<file path="src/rtl/rating_viewer.sv">
// Read-side viewer for the four-user rating store: manual/auto browsing of the
// selected user's ratings plus a sequential scan for the top-scoring user.
module rating_viewer #(
  parameter logic [1:0] VIEW_STATE = 2'b11,
  parameter int         AUTO_TICKS = 100_000_000
) (
  input  logic       clk,
  input  logic       reset,
  input  logic [1:0] state,
  input  logic       nextbtn,
  input  logic       autobtn,
  input  logic       rankbtn,
  input  logic [3:0] u0_r1,
  input  logic [3:0] u0_r2,
  input  logic [3:0] u1_r1,
  input  logic [3:0] u1_r2,
  input  logic [3:0] u2_r1,
  input  logic [3:0] u2_r2,
  input  logic [3:0] u3_r1,
  input  logic [3:0] u3_r2,
  output logic [1:0] sel_user,
  output logic [3:0] shown_r1,
  output logic [3:0] shown_r2,
  output logic [4:0] shown_total,
  output logic       auto_en,
  output logic [1:0] best_user,
  output logic [4:0] best_total,
  output logic       rank_valid,
  output logic       rank_busy
);

  localparam int            TW = $clog2(AUTO_TICKS);
  localparam logic [TW-1:0] TC = TW'(AUTO_TICKS - 1);

  typedef enum logic [1:0] {IDLE, SCAN, DONE} rank_state_t;

  rank_state_t rank_state, rank_next;
  logic        scan_start;

  logic          next_q, auto_q, rank_q;
  logic [1:0]    state_q;
  logic [TW-1:0] timer;
  logic [1:0]    idx;
  logic [1:0]    acc_user;
  logic [4:0]    acc_total;

  logic [3:0] r1 [4];
  logic [3:0] r2 [4];
  logic [4:0] tot [4];

  assign r1[0] = u0_r1;
  assign r2[0] = u0_r2;
  assign r1[1] = u1_r1;
  assign r2[1] = u1_r2;
  assign r1[2] = u2_r1;
  assign r2[2] = u2_r2;
  assign r1[3] = u3_r1;
  assign r2[3] = u3_r2;

  generate
    for (genvar gi = 0; gi < 4; gi++) begin : g_total
      assign tot[gi] = {1'b0, r1[gi]} + {1'b0, r2[gi]};
    end
  endgenerate

  logic in_view, entry, next_pulse, auto_pulse, rank_pulse, tc;

  assign in_view    = (state == VIEW_STATE);
  assign entry      = in_view && (state_q != VIEW_STATE);
  assign next_pulse = nextbtn & ~next_q;
  assign auto_pulse = autobtn & ~auto_q;
  assign rank_pulse = rankbtn & ~rank_q;
  assign tc         = auto_en && (timer == TC);

  always_ff @(posedge clk or negedge reset) begin
    if (!reset) begin
      next_q  <= 1'b0;
      auto_q  <= 1'b0;
      rank_q  <= 1'b0;
      state_q <= 2'b00;
    end else begin
      next_q  <= nextbtn;
      auto_q  <= autobtn;
      rank_q  <= rankbtn;
      state_q <= state;
    end
  end

  // Selection, auto-scroll timer and display registers.
  always_ff @(posedge clk or negedge reset) begin
    if (!reset) begin
      sel_user    <= 2'd0;
      shown_r1    <= 4'd0;
      shown_r2    <= 4'd0;
      shown_total <= 5'd0;
      auto_en     <= 1'b0;
      timer       <= '0;
    end else if (in_view) begin
      shown_r1    <= r1[sel_user];
      shown_r2    <= r2[sel_user];
      shown_total <= tot[sel_user];
      if (auto_pulse) begin
        // A toggle swallows a coinciding terminal count.
        auto_en <= ~auto_en;
        timer   <= '0;
        if (next_pulse) sel_user <= sel_user + 2'd1;
      end else begin
        if (next_pulse || tc) sel_user <= sel_user + 2'd1;
        if (auto_en) timer <= (next_pulse || tc) ? '0 : timer + TW'(1);
      end
    end else begin
      auto_en <= 1'b0;
      timer   <= '0;
    end
  end

  always_ff @(posedge clk or negedge reset) begin
    if (!reset) rank_state <= IDLE;
    else        rank_state <= rank_next;
  end

  always_comb begin
    rank_next  = rank_state;
    scan_start = 1'b0;
    case (rank_state)
      IDLE: begin
        if (in_view && (entry || rank_pulse)) begin
          rank_next  = SCAN;
          scan_start = 1'b1;
        end
      end
      SCAN: begin
        if (!in_view)         rank_next = IDLE;
        else if (idx == 2'd3) rank_next = DONE;
      end
      DONE:    rank_next = IDLE;
      default: rank_next = IDLE;
    endcase
  end

  assign rank_busy = (rank_state == SCAN);

  // Scan datapath; strict compare keeps the lowest index on ties.
  always_ff @(posedge clk or negedge reset) begin
    if (!reset) begin
      idx        <= 2'd0;
      acc_user   <= 2'd0;
      acc_total  <= 5'd0;
      best_user  <= 2'd0;
      best_total <= 5'd0;
      rank_valid <= 1'b0;
    end else if (scan_start) begin
      idx        <= 2'd0;
      acc_user   <= 2'd0;
      acc_total  <= 5'd0;
      rank_valid <= 1'b0;
    end else if (in_view && rank_state == SCAN) begin
      if (tot[idx] > acc_total) begin
        acc_user  <= idx;
        acc_total <= tot[idx];
      end
      idx <= idx + 2'd1;
    end else if (in_view && rank_state == DONE) begin
      best_user  <= acc_user;
      best_total <= acc_total;
      rank_valid <= 1'b1;
    end
  end

endmodule
</file>
<file path="config.mk">
export PLATFORM = sky130hd
export DESIGN_NAME = rating_viewer
export DESIGN_NICKNAME = d
export VERILOG_FILES = /design/src/rtl/rating_viewer.sv
export SDC_FILE = /design/constraint.sdc
export NUM_CORES = 1
export LEC_CHECK = 0
export CORE_MARGIN = 5
export CORE_UTILIZATION = 30
export DETAILED_ROUTE_END_ITERATION = 8
export GPL_ROUTABILITY_DRIVEN = 0
export HOLD_SLACK_MARGIN = 0.15
export PLACE_DENSITY_LB_ADDON = 0.2
export SLEW_MARGIN = 40
export SYNTH_ARGS = -nofsm -noshare
export SYNTH_HDL_FRONTEND = slang
export SYNTH_SLANG_ARGS = --single-unit
</file>
<file path="constraint.sdc">
create_clock -name clk -period 3 [get_ports clk]
set_input_delay 0.6 -clock clk [delete_from_list [all_inputs] [get_ports clk]]
set_output_delay 0.6 -clock clk [all_outputs]
set_load 0.01 [all_outputs]
</file>
# Yosys cells after proc, flatten, opt, wreduce, memory -nomap -nowiden
# Index checks and enable logic that the tools add are counted.
# op_classes
addsub	7
order_cmp	3
n_eq_ne	12
muxes	38
bitwise	11
reduce_logical	17
# ops
op	count
2-to-1 mux 27 bit	4
2-to-1 mux 5 bit	7
adder 27 x 1 -> 27 bit (second input constant)	1
equality test 27 bit (second input constant)	1
2-to-1 mux 2 bit	11
adder 4 x 4 -> 5 bit	4
binary-select mux 5 bit (select 2 bit)	2
binary-select mux 4 bit (select 2 bit)	2
2-to-1 mux 4 bit	4
inequality test 2 bit (second input constant)	4
nonzero test 2 bit	4
2-to-1 mux 1 bit	7
equality test 2 bit (second input constant)	3
>= comparator 3 bit (second input constant)	2
inequality test 3 x 2 -> 1 bit (second input constant)	2
NOT 1 bit	6
NOT 2 -> 3 bit	2
AND reduction 2 bit	3
AND reduction 3 bit	2
greater-than comparator 5 bit	1
logical AND 1 bit	5
adder 2 x 1 -> 2 bit (second input constant)	2
one-hot mux 2 bit (2 select lines)	1
bitwise AND 1 bit	3
other kinds (4)	5
# word_totals
regBits	67
in_bits	39
out_inout_bits	25
elab_cells	105

# Logic depth before layout (Yosys ltp)
# Gate-level depths: netlist of run 1.
# logic_depth
ltp_word	8
depth_mapped	13
mapped_depth_nobuf	12

# Least setup slack after synthesis of run 1
# No wires, ideal clock.
# synth_timing
path_kind	input-to-reg
from	in u3_r1[0]
to	reg acc_total[2]
setup_ns	0.125
t_arrival_ns	3.045
required_time_ns	2.875
path_slack_ns	-0.170
cell_stages	12
path_buffers	1
path_cell_list	ha_1 -> inv_1 -> fa_1 -> mux4_2 -> inv_1 -> ha_1 -> nor2b_1 -> o21a_1 -> o21ai_0 -> a21o_1 -> buf_2 -> mux2_2
# synth_via
elab_chain_cells	7
word_cells_on_any_way	10
cone_classes	1 x add/sub; 1 x order compare; 6 x mux; 2 x reduce/logical
# synth_lines
item	line	rtl
start: declaration	19	input logic [3:0] u3_r1,
adder 4 x 4 -> 5 bit *	62	assign tot[gi] = {1'b0, r1[gi]} + {1'b0, r2[gi]};
binary-select mux 5 bit (select 2 bit) *	158, 160	
2-to-1 mux 5 bit (not written as such) * (2 in a row)	158, 160	
greater-than comparator 5 bit / 2-to-1 mux 5 bit (equally long branches)	158	if (tot[idx] > acc_total) begin
nonzero test 2 bit (no line) / 2-to-1 mux 5 bit (equally long branches)	-	
AND reduction 2 bit (no line) / 2-to-1 mux 5 bit (equally long branches)	-	
end signal: assignment	160	acc_total <= tot[idx];
end: declaration	45	logic [4:0] acc_total;
# Mark *: on every way between the ends. The rest lies on a longest branch, timed or not. The select of a mux whose other input is x is not followed.
# A chain may end at the register's enable or synchronous reset.

# Final worst setup path of run 1
# layout_timing
from	in u2_r2[1]
to	reg acc_total[2]
# layout_via
elab_chain_cells	7
word_cells_on_any_way	10
cone_classes	1 x add/sub; 1 x order compare; 6 x mux; 2 x reduce/logical
# layout_lines
item	line	rtl
start: declaration	18	input logic [3:0] u2_r2,
adder 4 x 4 -> 5 bit *	62	
binary-select mux 5 bit (select 2 bit) *	158, 160	
2-to-1 mux 5 bit (not written as such) * (2 in a row)	158, 160	
greater-than comparator 5 bit / 2-to-1 mux 5 bit (equally long branches)	158	
nonzero test 2 bit (no line) / 2-to-1 mux 5 bit (equally long branches)	-	
AND reduction 2 bit (no line) / 2-to-1 mux 5 bit (equally long branches)	-	
# Marked as above.

==> results of run 1 <==
-- registers in the layout, summed over array words and instances, names as in the netlist, 4 cells and up --
signal / count
acc_total: 5
best_total: 5
shown_r1: 4
shown_r2: 4
shown_total: 5
timer: 27
-- metal layers --
layer  global-route usage  up-vias
met5                    0        -
met4               0.0337        0
met3               0.0471       10
met2                0.240       54
met1                0.180     1643
li1                     -     1629
-- repair_timing --
item	4_1_cts	5_1_grt
setup endpoints to repair	7	8
pin swaps	30	18
gates resized for setup	70	28
setup buffers	17	2
-- power by group through the flow --
stage | logic, µW | registers, µW | clock network [µW]
after floorplan | 634 | 1160 | 0
after global placement | 1150 | 1150 | 0
after detailed placement | 1150 | 1150 | 0
after CTS | 1240 | 1140 | 1170
after global routing | 1390 | 1150 | 1210
final | 1270 | 1140 | 1140
-- path summary, 6_finish.rpt --
kind,to,slack (ns),depth (start not counted)
max reg2reg,acc_total[2],0.42,8
max in group asynchronous,shown_r1[3],2.26,2
min in group clk,shown_total[2],0.49,2
min,timer[10],0.20,1
max,acc_total[2],0.13,12
min reg2reg,shown_total[2],0.49,2
-- Yosys cell counts (all sizes together) (2+ instances only) --
| library cell | count |
|---|---|
| ha | 23 |
| o211ai | 4 |
| nor2b | 9 |
| o31ai | 3 |
| nand2 | 30 |
| a31oi | 6 |
| o311ai | 2 |
| nand3 | 19 |
| o21ai | 23 |
| nor2 | 26 |
| and3 | 11 |
| a21o | 5 |
| mux4 | 15 |
| fa | 4 |
| o22ai | 3 |
| mux2 | 18 |
| xnor2 | 10 |
| inv | 26 |
| dfrtp | 67 |
| nor3 | 3 |
| buf | 11 |
| and4 | 4 |
| nand2b | 4 |
| nor4 | 2 |
| or3 | 2 |
| and2 | 9 |
| nor4b | 2 |
| clkbuf | 2 |
| a21oi | 9 |
| nand4 | 12 |
| xor2 | 16 |
| mux2i | 6 |
-- logic make-up after synthesis --
family / count (synthesis)
buffers and inverters: 39
AOI/OAI and AO/OA: 58
DFF: 67
adders and majority gates: 27
xor gates and xnor gates: 26
and+or+nand+nor: 139
muxes: 39
-- worst reg2reg max path: cells and delay by family, from the launching register on --
kind            cells  cell delay [ns]
mux                 2             0.89
flops               1             0.50
compound gates      3             0.46
fa+ha+maj           1             0.24
buf+inv             1             0.22
simple gates        1             0.16
-- final cells by class --
| class | instances | area [µm²] | share of cell area |
|---|---|---|---|
| Clock buffer | 11 | 253 | 0.0433 |
| Clock inverter | 5 | 67.6 | 0.0116 |
| Inverter | 26 | 97.6 | 0.0167 |
| Multi-Input combinational cell | 289 | 2640 | 0.452 |
| Sequential cell | 67 | 1680 | 0.287 |
| Tap cell | 180 | 225 | 0.0386 |
| Timing Repair Buffer | 104 | 876 | 0.150 |
-- through the flow --
stage          utilization  setup slack (ns)
3_3_place_gp         0.379            -0.673
2_1_floorplan            -           -0.0211
4_1_cts              0.421         0.0000511
3_5_place_dp         0.379            -0.729
5_1_grt              0.422           0.00159
6_report             0.422             0.127
==> qor.yml, run 1 <==
areal_power_density_over_the_cells_nw_per_um2: 607
slowest_delay_ns: 0.52
globalRouteOverflowTotal: 0
syn-num-nets: 461
yosys.cell_types.count: 55
insertion_delay_of_the_later_clocked_pin_in_the_worst_skew_pair_ns: 0.34
num_rows: 43
critical_path.cell_chain: "buf_2 > ha_4 > a21o_1 > a21oi_2 > xnor2_2 > mux4_2 > ha_4 > and3_1 > a31oi_1 > o21ai_1 > a21o_2 > mux2_4"
cts_buffer_depth: 2
drc: 0
power.switching_fraction: 0.300
pwr-share-clk: 0.321
sequentialPowerShare: 0.321
synth_top_family_by_area: "simple AND/OR/NAND/NOR gates"
via_per_inst: 4.89
synth_compound_gate_area_share: 0.0909
setup_viol: 0
area_growth_pct: 38.9
wirelength_um: 11000
drive_gt1_frac: 0.305
endpoint_kind: "register"
die_w_um: 128
synth_area_per_cell_um2: 10.6
finalHoldWorstSlack_ns: 0.201
track_usage: 0.143
crit_top_cell: "sky130_fd_sc_hd__ha_4"
layout.nets: 563
dr_total_vias: 3336
boundaryPins: 64
fin_worst_skew_ns: 0.00753
highest_count_cells_in_the_layout_ignoring_fill_and_taps: "sky130_fd_sc_hd__dfrtp_1 (67), sky130_fd_sc_hd__buf_4 (40), sky130_fd_sc_hd__clkdlybuf4s50_1 (30)"
fp.dieH_um: 128
postSynthCellCount: 395
start_util: 0.304
int_power_uw: 2480
critPathTopFamily: "compound AO/OA/AOI/OAI gates"
insertedDiodeCount: 0
synth_xor_area_frac: 0.0542
numPlacedInstances: 647
yosysWarningCount: 0
core-area_um2: 13800
count_of_clock_tree_sinks: 67
vdd_ir_drop_max_v: 0.000275
path_clk_slew_ns: 0.06
critical_path_class: "input pin to register"
layout.cell_area.non_filler_um2: 5830
met3RoutedLength_um: 467
data_arrival_time_of_the_worst_path_ns: 3.10
clock_tree_from_tritoncts: "built"
synthDominantCellAreaShare: 0.399
post_synth_mux_area_share: 0.143
grt_start_max_net_pins: 38
sequential_share_of_the_synthesized_area: 0.399
antenna_violating_nets_post_route: 0
post_synth_instance_area_um2: 4200
worst_slew_pin_slew_ns: 0.447
yosys_most_used_dff: "sky130_fd_sc_hd__dfrtp_1"
mostFrequentLayoutCell: "sky130_fd_sc_hd__dfrtp_1"
rsz_0062_raised_after_global_routing: "no"
yosys_register_bits: 67
total_power_uw: 3540
netlist_top_cells_area: "sky130_fd_sc_hd__dfrtp_1 (40%), sky130_fd_sc_hd__mux4_2 (8.0%), sky130_fd_sc_hd__ha_1 (6.9%), sky130_fd_sc_hd__mux2_2 (4.6%), sky130_fd_sc_hd__xor2_1 (3.3%)"
crit_path_start: "u2_r2[1]"
hold_viol_final: 0
number_of_synthesized_flops_with_an_enable_pin: 0
tritoncts.num_buffers: 9
path_max_fanout: 5
power_frac_comb: 0.358
r2r-start: "idx[1]"
power_switching_uw: 1060
stdcell_count: 682
worst_path_max_delay_cell: "sky130_fd_sc_hd__mux4_2"
cts.hold.buffers_added: 0
wl_met2_um: 5490
portBuffers: 63
wl_met1_um: 4920
hpwl_um: 8030
final_period_minus_worst_setup_slack_ns: 2.87
dominant_cell_type_by_area_after_synthesis: "sky130_fd_sc_hd__dfrtp_1"
post_drt_wl_per_cell_um: 16.2
synthAdderAreaFrac: 0.0876
cts.root.buffer_cell: "sky130_fd_sc_hd__clkbuf_16"
outcome: "completed"
via_count_of_the_first_global_routing_pass: 3609
achievable_frequency_mhz: 348
synth_simple_gate_area_frac: 0.186
maxSlewViolCount: 0
grt_antenna_before_repair: 0
worstPathBufferInverterCount: 1
start_kind: "input pin"
power.static_leakage_uw: 0.00256
tns_ns: 0
worst_ep_required_time_ns: 3.23
fill_cells: 1337
hold_path_class: "input pin to async pin"
layout_worst_path_cycle_share: 0.958
htreeDepth: 3
die-area_um2: 16500
max-cap-violations: 0
post_dp_cell_area_um2: 5230
drt_pre_antenna_iters: 4
grt_first_pass_wirelength_um: 18700
highest_layer: "met4"
slew_headroom: 0.702
initialDrtViolationCount: 255
async_flop_share: 1.00
Note: power is estimated with default switching activity, not from simulation.
==> run 2, diff against run 1 <==
Settings changed: CTS_CLUSTER_SIZE set to 40.
==> results of run 2 <==
Final layout, timing and power as in run 1 (identical DEF).
==> run 3, diff against run 2 <==
Settings changed: MAX_ROUTING_LAYER set to met4.
==> run 3 against run 2 <==
Net effect: count of clock-buffer cells in the layout unchanged; first-iteration DRC count down 12%; sequential power about the same; sequential cell count unchanged; via count unchanged; clock skew about the same; cell area about the same; die area unchanged.
==> qor.yml, run 3 (synthesis gave the netlist of run 1 again) <==
worstPathBufferInverterCount: 1
regArea_um2: 1680
worstSetupPathDepth: 12
num_rows: 43
final_period_minus_worst_setup_slack_ns: 2.87
grt_start_max_net_pins: 38
start_kind: "input pin"
slew_headroom: 0.697
total_area_of_multi_input_combinational_cells_um2: 2640
area_growth_pct: 38.8
drt_pre_antenna_iters: 4
areal_power_density_over_the_cells_nw_per_um2: 608
slowest_delay_ns: 0.52
stdcell_count: 682
crit_top_cell: "sky130_fd_sc_hd__ha_4"
core-area_um2: 13800
die-area_um2: 16500
hpwl_um: 8030
max_flop_register: "timer"
maxSlewViolCount: 0
drive_gt1_frac: 0.307
cts_buffer_depth: 2
mostFrequentLayoutCell: "sky130_fd_sc_hd__dfrtp_1"
worst_ep_required_time_ns: 3.23
cts.hold.buffers_added: 0
globalRouteOverflowTotal: 0
fp.dieH_um: 128
critical_path_class: "input pin to register"
insertion_delay_of_the_later_clocked_pin_in_the_worst_skew_pair_ns: 0.34
critPathTopFamily: "compound AO/OA/AOI/OAI gates"
rsz_0062_raised_after_global_routing: "no"
worst_path_max_delay_cell: "sky130_fd_sc_hd__mux4_2"
portBuffers: 63
start_util: 0.304
cts.root.buffer_cell: "sky130_fd_sc_hd__clkbuf_16"
tritoncts.num_buffers: 9
dr_total_vias: 3336
fill_cells: 1339
vdd_ir_drop_max_v: 0.000273
layout_worst_path_cycle_share: 0.957
reg2reg_depth: 8
post_drt_wl_per_cell_um: 16.2
hold_viol_final: 0
count_of_clock_tree_sinks: 67
numPlacedInstances: 647
highest_count_cells_in_the_layout_ignoring_fill_and_taps: "sky130_fd_sc_hd__dfrtp_1 (67), sky130_fd_sc_hd__buf_4 (41), sky130_fd_sc_hd__clkdlybuf4s50_1 (30)"
die_w_um: 128
track_usage: 0.147
clock_tree_from_tritoncts: "built"
grt_first_pass_wirelength_um: 18700
drc: 0
wirelength_um: 11000
initialDrtViolationCount: 224
layout.nets: 563
via_per_inst: 4.89
path_clk_slew_ns: 0.06
via_count_of_the_first_global_routing_pass: 3615
endpoint_kind: "register"
critical_path.cell_chain: "buf_2 > ha_4 > a21o_1 > a21oi_2 > xnor2_2 > mux4_2 > ha_4 > and3_1 > a31oi_1 > o21ai_1 > a21o_2 > mux2_4"
power.static_leakage_uw: 0.00256
path_max_fanout: 5
boundaryPins: 64
largest_reg_flops: 27
total_power_uw: 3540
max-cap-violations: 0
insertedDiodeCount: 0
achievable_frequency_mhz: 348
worst_slew_pin_slew_ns: 0.454
outcome: "completed"
hold_path_class: "input pin to async pin"
antenna_violating_nets_post_route: 0
fin_worst_skew_ns: 0.00733
finalHoldWorstSlack_ns: 0.201
data_arrival_time_of_the_worst_path_ns: 3.10
grt_antenna_before_repair: 0
htreeDepth: 3
setup_viol: 0
-- run 3: cell types whose count changed in the layout (fill, tap and decap cells not counted) --
cell | before | now
sky130_fd_sc_hd__buf_2 | 10 | 9
sky130_fd_sc_hd__buf_4 | 40 | 41
sky130_fd_sc_hd__clkbuf_2 | 6 | 7
sky130_fd_sc_hd__clkdlybuf4s15_1 | 1 | 0
-- run 3: what timing repair did --
item,CTS,global route
setup endpoints to repair,7,8
gates resized for setup,70,30
pin swaps,30,18
endpoints found under the hold margin,0,0
setup buffers,17,2
-- run 3: routing by layer --
layer,part of all wire,vias up,GRT usage
li1,-,1626,-
met1,0.45,1642,0.181
met2,0.50,59,0.239
met3,0.042,9,0.0417
met4,0.013,0,0.0356
met5,0,-,-
-- run 3: power by group --
part           internal [µW]  total, µW  switching (µW)
logic                    745       1270             521
registers               1030       1140             105
clock network            702       1140             437
total                   2480       3540            1060
-- run 3: path summary, 6_finish.rpt --
path,end,startpoint,slack (ns)
max,acc_total[2],u2_r2[1],0.13
min,timer[4],reset,0.20
max in group asynchronous,shown_r2[1],reset,2.25
max reg2reg,acc_total[2],idx[1],0.42
min reg2reg,shown_total[2],shown_total[2],0.49
min in group clk,shown_total[2],shown_total[2],0.49
-- run 3: layout make-up --
class                      instances  area share
clock buffer                      11      0.0433
clock inverter                     5      0.0116
sequential                        67       0.288
multi-input combinational        289       0.452
tap                              180      0.0386
timing repair buffer             104       0.150
inverter                          26      0.0167
-- run 3: through the flow --
step | setup WS [ns] | area [µm²] | setup TNS (ns) | util
after floorplan | -0.0211 | 4280 | -0.0632 | -
after global placement | -0.673 | 5230 | -4.63 | 0.379
after detailed placement | -0.729 | 5230 | -4.99 | 0.379
after CTS | 0.0000511 | 5820 | 0 | 0.421
after global routing | 0.00225 | 5830 | 0 | 0.422
final | 0.128 | 5830 | 0 | 0.422
